## config.mk

```make
export PLATFORM = sky130hd
export DESIGN_NAME = hazard_ctrl
export DESIGN_NICKNAME = d
export VERILOG_FILES = /design/src/rtl/hazard_ctrl_pkg.sv /design/src/rtl/hazard_ctrl_fwd_select.sv /design/src/rtl/hazard_ctrl.sv
export SDC_FILE = /design/constraint.sdc
export NUM_CORES = 1
export LEC_CHECK = 0
export CAP_MARGIN = 40
export CORE_MARGIN = 4
export CORE_UTILIZATION = 31
export DETAILED_ROUTE_END_ITERATION = 8
export HOLD_SLACK_MARGIN = 0.08
export MAX_ROUTING_LAYER = met4
export PLACE_DENSITY = 0.9
export SLEW_MARGIN = 0
export SYNTH_ARGS = -nofsm -noshare
export SYNTH_HDL_FRONTEND = slang
export SYNTH_SLANG_ARGS = --single-unit
```

## constraint.sdc

```tcl
create_clock -name clk -period 3.55 [get_ports clk]
set_input_delay 0.71 -clock clk [delete_from_list [all_inputs] [get_ports clk]]
set_output_delay 0.71 -clock clk [all_outputs]
set_load 0.005 [all_outputs]
```

## src/rtl/hazard_ctrl_pkg.sv

```systemverilog
// Shared encodings for the hazard controller: forwarding selects, FSM states,
// the stall counter type and the bundled stall/flush control word.
package hazard_ctrl_pkg;

    localparam logic [1:0] RS_DATA = 2'd0;
    localparam logic [1:0] FWD_MEM = 2'd1;
    localparam logic [1:0] FWD_WB  = 2'd2;

    localparam logic [1:0] IDLE       = 2'd0;
    localparam logic [1:0] LOAD_STALL = 2'd1;
    localparam logic [1:0] MC_WAIT    = 2'd2;
    localparam logic [1:0] FLUSH      = 2'd3;

    localparam int CNT_W = $clog2(4);
    typedef logic [CNT_W-1:0] cnt_t;

    typedef struct packed {
        logic pc_stall;
        logic fe_stall;
        logic ex_stall;
        logic flush_fe;
        logic flush_dec;
        logic flush_ex;
    } hz_ctrl_t;

endpackage

```

## src/rtl/hazard_ctrl_fwd_select.sv

```systemverilog
// Per-source EX operand forwarding select; MEM result wins over WB, and x0 is
// never forwarded.
module fwd_select
    import hazard_ctrl_pkg::*;
#(
    parameter int REG_ADDR_W = 5
) (
    input  logic [REG_ADDR_W-1:0] rs_addr,
    input  logic [REG_ADDR_W-1:0] rd_addr_mem,
    input  logic                  rd_write_mem,
    input  logic [REG_ADDR_W-1:0] rd_addr_wb,
    input  logic                  rd_write_wb,
    output logic [1:0]            sel
);

    always_comb begin
        sel = RS_DATA;
        if (rd_write_mem && (rd_addr_mem != '0) && (rs_addr == rd_addr_mem)) begin
            sel = FWD_MEM;
        end else if (rd_write_wb && (rd_addr_wb != '0) && (rs_addr == rd_addr_wb)) begin
            sel = FWD_WB;
        end
    end

endmodule

```

## src/rtl/hazard_ctrl.sv

```systemverilog
// Hazard controller for the 5-stage RV32I pipeline: forwarding plus registered
// load-use / mul-div / branch-flush sequencing. Define HAZARD_PERF_EN for perf counters.
module hazard_ctrl
    import hazard_ctrl_pkg::*;
#(
    parameter int REG_ADDR_W   = 5,
    parameter int LOAD_LATENCY = 1,
    parameter int FLUSH_EXTRA  = 0
) (
    input  logic                  clk,
    input  logic                  rst,
    input  logic [REG_ADDR_W-1:0] rs1_addr_decode,
    input  logic [REG_ADDR_W-1:0] rs2_addr_decode,
    input  logic                  rs1_use_decode,
    input  logic                  rs2_use_decode,
    input  logic [REG_ADDR_W-1:0] rs1_addr_execute,
    input  logic [REG_ADDR_W-1:0] rs2_addr_execute,
    input  logic [REG_ADDR_W-1:0] rd_addr_execute,
    input  logic                  load_execute,
    input  logic [REG_ADDR_W-1:0] rd_addr_mem,
    input  logic                  rd_write_mem,
    input  logic [REG_ADDR_W-1:0] rd_addr_wb,
    input  logic                  rd_write_wb,
    input  logic                  taken,
    input  logic                  mc_start,
    input  logic                  mc_done,
    output logic [1:0]            forward_control_src1,
    output logic [1:0]            forward_control_src2,
    output logic                  pc_stall,
    output logic                  fe_stall,
    output logic                  ex_stall,
    output logic                  flush_fe,
    output logic                  flush_dec,
    output logic                  flush_ex
`ifdef HAZARD_PERF_EN
    ,
    output logic [31:0]           perf_load_stalls,
    output logic [31:0]           perf_mc_stalls,
    output logic [31:0]           perf_flushes
`endif
);

    if (LOAD_LATENCY < 1 || LOAD_LATENCY > 3) begin : g_bad_load_latency
        $error("hazard_ctrl: LOAD_LATENCY must be in 1..3");
    end
    if (FLUSH_EXTRA < 0 || FLUSH_EXTRA > 3) begin : g_bad_flush_extra
        $error("hazard_ctrl: FLUSH_EXTRA must be in 0..3");
    end

    logic [1:0] sel1, sel2;
    logic [1:0] state_q, state_d;
    cnt_t       cnt_q, cnt_d;
    hz_ctrl_t   ctl;
    logic       rs1_hit, rs2_hit, load_use;

    fwd_select #(.REG_ADDR_W(REG_ADDR_W)) u_fwd1 (
        .rs_addr      (rs1_addr_execute),
        .rd_addr_mem  (rd_addr_mem),
        .rd_write_mem (rd_write_mem),
        .rd_addr_wb   (rd_addr_wb),
        .rd_write_wb  (rd_write_wb),
        .sel          (sel1)
    );

    fwd_select #(.REG_ADDR_W(REG_ADDR_W)) u_fwd2 (
        .rs_addr      (rs2_addr_execute),
        .rd_addr_mem  (rd_addr_mem),
        .rd_write_mem (rd_write_mem),
        .rd_addr_wb   (rd_addr_wb),
        .rd_write_wb  (rd_write_wb),
        .sel          (sel2)
    );

    assign rs1_hit  = rs1_use_decode && (rs1_addr_decode == rd_addr_execute);
    assign rs2_hit  = rs2_use_decode && (rs2_addr_decode == rd_addr_execute);
    assign load_use = load_execute && (rd_addr_execute != '0) && (rs1_hit || rs2_hit);

    // Control decode: state plus current inputs, no added latency
    always_comb begin
        ctl     = '0;
        state_d = state_q;
        cnt_d   = cnt_q;
        case (state_q)
            IDLE: begin
                if (mc_start && !mc_done) begin
                    ctl.pc_stall = 1'b1;
                    ctl.fe_stall = 1'b1;
                    ctl.ex_stall = 1'b1;
                    ctl.flush_ex = 1'b1;
                    state_d      = MC_WAIT;
                end else if (mc_start) begin
                    // op completes in its first EX cycle: no stall
                end else if (taken) begin
                    ctl.flush_fe  = 1'b1;
                    ctl.flush_dec = 1'b1;
                    if (FLUSH_EXTRA > 0) begin
                        cnt_d   = cnt_t'(FLUSH_EXTRA);
                        state_d = FLUSH;
                    end
                end else if (load_use) begin
                    ctl.pc_stall  = 1'b1;
                    ctl.fe_stall  = 1'b1;
                    ctl.flush_dec = 1'b1;
                    if (LOAD_LATENCY > 1) begin
                        cnt_d   = cnt_t'(LOAD_LATENCY - 1);
                        state_d = LOAD_STALL;
                    end
                end
            end
            LOAD_STALL: begin
                ctl.pc_stall  = 1'b1;
                ctl.fe_stall  = 1'b1;
                ctl.flush_dec = 1'b1;
                cnt_d         = cnt_q - 1'b1;
                if (cnt_q <= cnt_t'(1)) state_d = IDLE;
            end
            MC_WAIT: begin
                // mc_start dropping without mc_done is an abort of a flushed op
                if (mc_done || !mc_start) begin
                    state_d = IDLE;
                end else begin
                    ctl.pc_stall = 1'b1;
                    ctl.fe_stall = 1'b1;
                    ctl.ex_stall = 1'b1;
                    ctl.flush_ex = 1'b1;
                end
            end
            FLUSH: begin
                ctl.flush_fe = 1'b1;
                if (taken) begin
                    ctl.flush_dec = 1'b1;
                    cnt_d         = cnt_t'(FLUSH_EXTRA);
                end else begin
                    cnt_d = cnt_q - 1'b1;
                    if (cnt_q <= cnt_t'(1)) state_d = IDLE;
                end
            end
            default: begin
                state_d = IDLE;
                cnt_d   = '0;
            end
        endcase
    end

    assign forward_control_src1 = rst ? RS_DATA : sel1;
    assign forward_control_src2 = rst ? RS_DATA : sel2;
    assign pc_stall  = ctl.pc_stall  && !rst;
    assign fe_stall  = ctl.fe_stall  && !rst;
    assign ex_stall  = ctl.ex_stall  && !rst;
    assign flush_fe  = ctl.flush_fe  && !rst;
    assign flush_dec = ctl.flush_dec && !rst;
    assign flush_ex  = ctl.flush_ex  && !rst;

    // State register boundary
    always_ff @(posedge clk) begin
        if (rst) begin
            state_q <= IDLE;
            cnt_q   <= '0;
        end else begin
            state_q <= state_d;
            cnt_q   <= cnt_d;
        end
    end

`ifdef HAZARD_PERF_EN
    function automatic logic [31:0] sat_inc(input logic [31:0] v);
        return (v == 32'hFFFF_FFFF) ? v : v + 32'd1;
    endfunction

    // Load stalls hold PC without EX; a taken branch is flush_fe with flush_dec
    logic load_act, mc_act, flush_evt;
    assign load_act  = ctl.pc_stall && !ctl.ex_stall;
    assign mc_act    = ctl.ex_stall;
    assign flush_evt = ctl.flush_fe && ctl.flush_dec;

    always_ff @(posedge clk) begin
        if (rst) begin
            perf_load_stalls <= '0;
            perf_mc_stalls   <= '0;
            perf_flushes     <= '0;
        end else begin
            if (load_act)  perf_load_stalls <= sat_inc(perf_load_stalls);
            if (mc_act)    perf_mc_stalls   <= sat_inc(perf_mc_stalls);
            if (flush_evt) perf_flushes     <= sat_inc(perf_flushes);
        end
    end
`endif

endmodule

```

==> metrics.yaml <==
run_status:
  status: "finished, final reports clean"
clock_network:
  clk_pin_slew_ns: 0
  cts_hold_buf: 0
  clk_latency_ns: 0
power:
  comb_power_share_pct: 85.8
  p_seq_share_pct: 14.2
  p_leak_nw: 0.458
  p_int_mw: 0.109
  p_switching_mw: 0.0623
  p_sw_share_pct: 36.3
  powerDensity_nw_per_um2: 149
  clock_power_share_pct: 0
  peakVddDrop_uv: 114
  p_total_mw: 0.172
detailed_routing:
  first_pass_iters: 4
  via_count: 731
  detail-route-antenna-nets: 0
  avgViaCountPerCell: 5.08
  drtIter0Drc: 10
  wirelength_mm: 2.24
  route.detailed.drc: 0
  wl_per_cell_um: 15.5
critical_path:
  setup.worst_path.end_class: "output port"
  r2r-start: "state_q[1]"
  cp.arrival_ns: 2.70
  crit_top_cell: "clkdlybuf4s50_1"
  crit_chain: "clkdlybuf4s50_1 > xor2_1 > nor4_1 > a32oi_1 > o32ai_2 > clkdlybuf4s50_1"
  critPathMaxStageDelay_ns: 0.55
  critPathLaunch: "rd_addr_execute[3]"
  cp_slowest_cell: "clkdlybuf4s50_1"
  required_ns: 2.84
  crit_family: "buffers and inverters"
  start_kind: "input port"
  crit_type: "input port to output port"
  critPathBufInv: 2
  crit_fanout: 3
finish:
  regMostFlops: "state_q"
  area_growth_pct: 113
  antennaDiodeCount: 0
  post-route-util_pct: 73.1
  nets: 177
  drive_above_1_share_pct: 8.59
  largest_reg_flops: 1
  reg.largest.list: "state_q x1"
  final_cell_mix: "clkdlybuf4s50_1 (52), xor2_1 (19), xnor2_1 (12), buf_4 (7), or4_1 (5)"
  final_common_cell: "clkdlybuf4s50_1"
global_routing:
  grt_pass1_vias: 784
  track_usage_pct: 17.4
  grt_max_degree: 7
  antenna_found_initial: 0
  grt_pass1_wl_mm: 3.37
  overflow: 0
hold_path:
  hp-start: "state_q[1]"
  min_path_type: "flip-flop to flip-flop"
yosys:
  yosysTopAreaCellShare_pct: 30.7
  ys_seq_area_share_pct: 3.70
  ys_warn_count: 0
  synthCells: 69
  synth_top_area_cell: "xor2_1"
  synthTopCellsByArea: "xor2_1 (31%), xnor2_1 (19%), or4_1 (6.9%)"
  synth_seq_cells: 1
  synth_area_um2: 542
  ys_types: 23
  avgSynthCellArea_um2: 7.85
  syn-num-nets: 116
sta:
  layout_min_cycle_time_ns: 3.41
  clock_skew_ns: 0
  slew_violations: 0
  fmax_ghz: 0.293
  period_share_pct: 96.1
  slew_headroom_pct: 80.1
  hold_viol: 0
  finalSetupViolCount: 0
  rsz0062_at_grt: "false"
  worst_slew_pin_slew_ns: 0.296
  setup_tns_ns: 0
place:
  gp_congestion: 0.768
  portBuffers: 54
  place_hpwl_mm: 2.03
die:
  rows: 14
  io_pins: 55
  start_util_pct: 34.4
  coreArea_um2: 1580
  die-area_um2: 2480
  dieHeight_um: 49.8
  die_w_um: 49.8
job:
  cap_violations: 0
[synthesized netlist by cell type]
| cell | instances |
|---|---|
| inv_1 | 2 |
| nor2b_1 | 1 |
| nand3_1 | 2 |
| o32ai_1 | 1 |
| dfxtp_1 | 1 |
| nor3_1 | 3 |
| a32oi_1 | 1 |
| nor4_1 | 4 |
| xnor2_1 | 12 |
| nand2_1 | 2 |
| o211ai_1 | 1 |
| o21ai_2 | 1 |
| nor4_2 | 2 |
| buf_4 | 2 |
| o21ai_0 | 1 |
| or4_1 | 5 |
| o21bai_1 | 1 |
| nand2b_1 | 1 |
| and2_1 | 1 |
| nor2_1 | 3 |
| ha_1 | 2 |
| and2_0 | 1 |
| xor2_1 | 19 |
[tightest hold or removal path, stage by stage, from the launching register on]
cell	delay, ns
dfxtp_1	0.37
xor2_1	0.09
nor2_1	0.07
[cells by family after synthesis]
| kind of cell | count (synthesis) | share of synthesized area, % |
|---|---|---|
| AOI/OAI and AO/OA | 6 | 8.55 |
| adders and majority gates | 2 | 4.62 |
| xor gates and xnor gates | 31 | 50.1 |
| and+or+nand+nor | 25 | 28.9 |
| DFF | 1 | 3.70 |
| buffers and inverters | 4 | 4.16 |
[worst paths after layout]
check	endpoint	slack (ns)	cells after the start
max	fe_stall	0.14	6
min	state_q[1]	0.57	2
max reg2reg	state_q[1]	2.52	4
min reg2reg	state_q[1]	0.57	2
[what timing repair did]
| item | in CTS | in global routing |
|---|---|---|
| resized for setup | 0 | 3 |
| endpoints found under the setup margin | 0 | 4 |
| setup buffers | 0 | 1 |
| endpoints found under the hold margin | 0 | 0 |
[power by group through the flow]
stage	Combinational (mW)	Sequential [mW]	Clock [mW]
floorplan	0.0598	0.0227	0
global placement	0.140	0.0238	0
detailed placement	0.146	0.0241	0
CTS	0.146	0.0241	0
global route	0.162	0.0250	0
finish	0.147	0.0243	0
[metrics by stage]
step	hold WS, ns	worst slack [ns]	instance area, um2	cells
after floorplan	0.529	1.06	542	69
after global placement	0.559	0.0809	1130	143
after detailed placement	0.570	0.0686	1130	143
after CTS	0.571	0.0641	1130	143
after global routing	0.630	0.0380	1150	144
final	0.575	0.138	1150	144
[routing by layer]
metal,global-route usage [%],routed length [um],vias to the layer above
met1,18.5,927,322
li1,-,-,362
met2,35.5,1130,47
met4,0,0,0
met3,2.41,178,0
met5,-,0,-
[area by class of cell]
cell class                 count  area (um2)
tap                           16        20.0
sequential                     1        20.0
timing repair buffer          61         598
inverter                       2        7.51
fill                         112         424
multi-input combinational     64         507
Power figures use the tool's default switching activity.
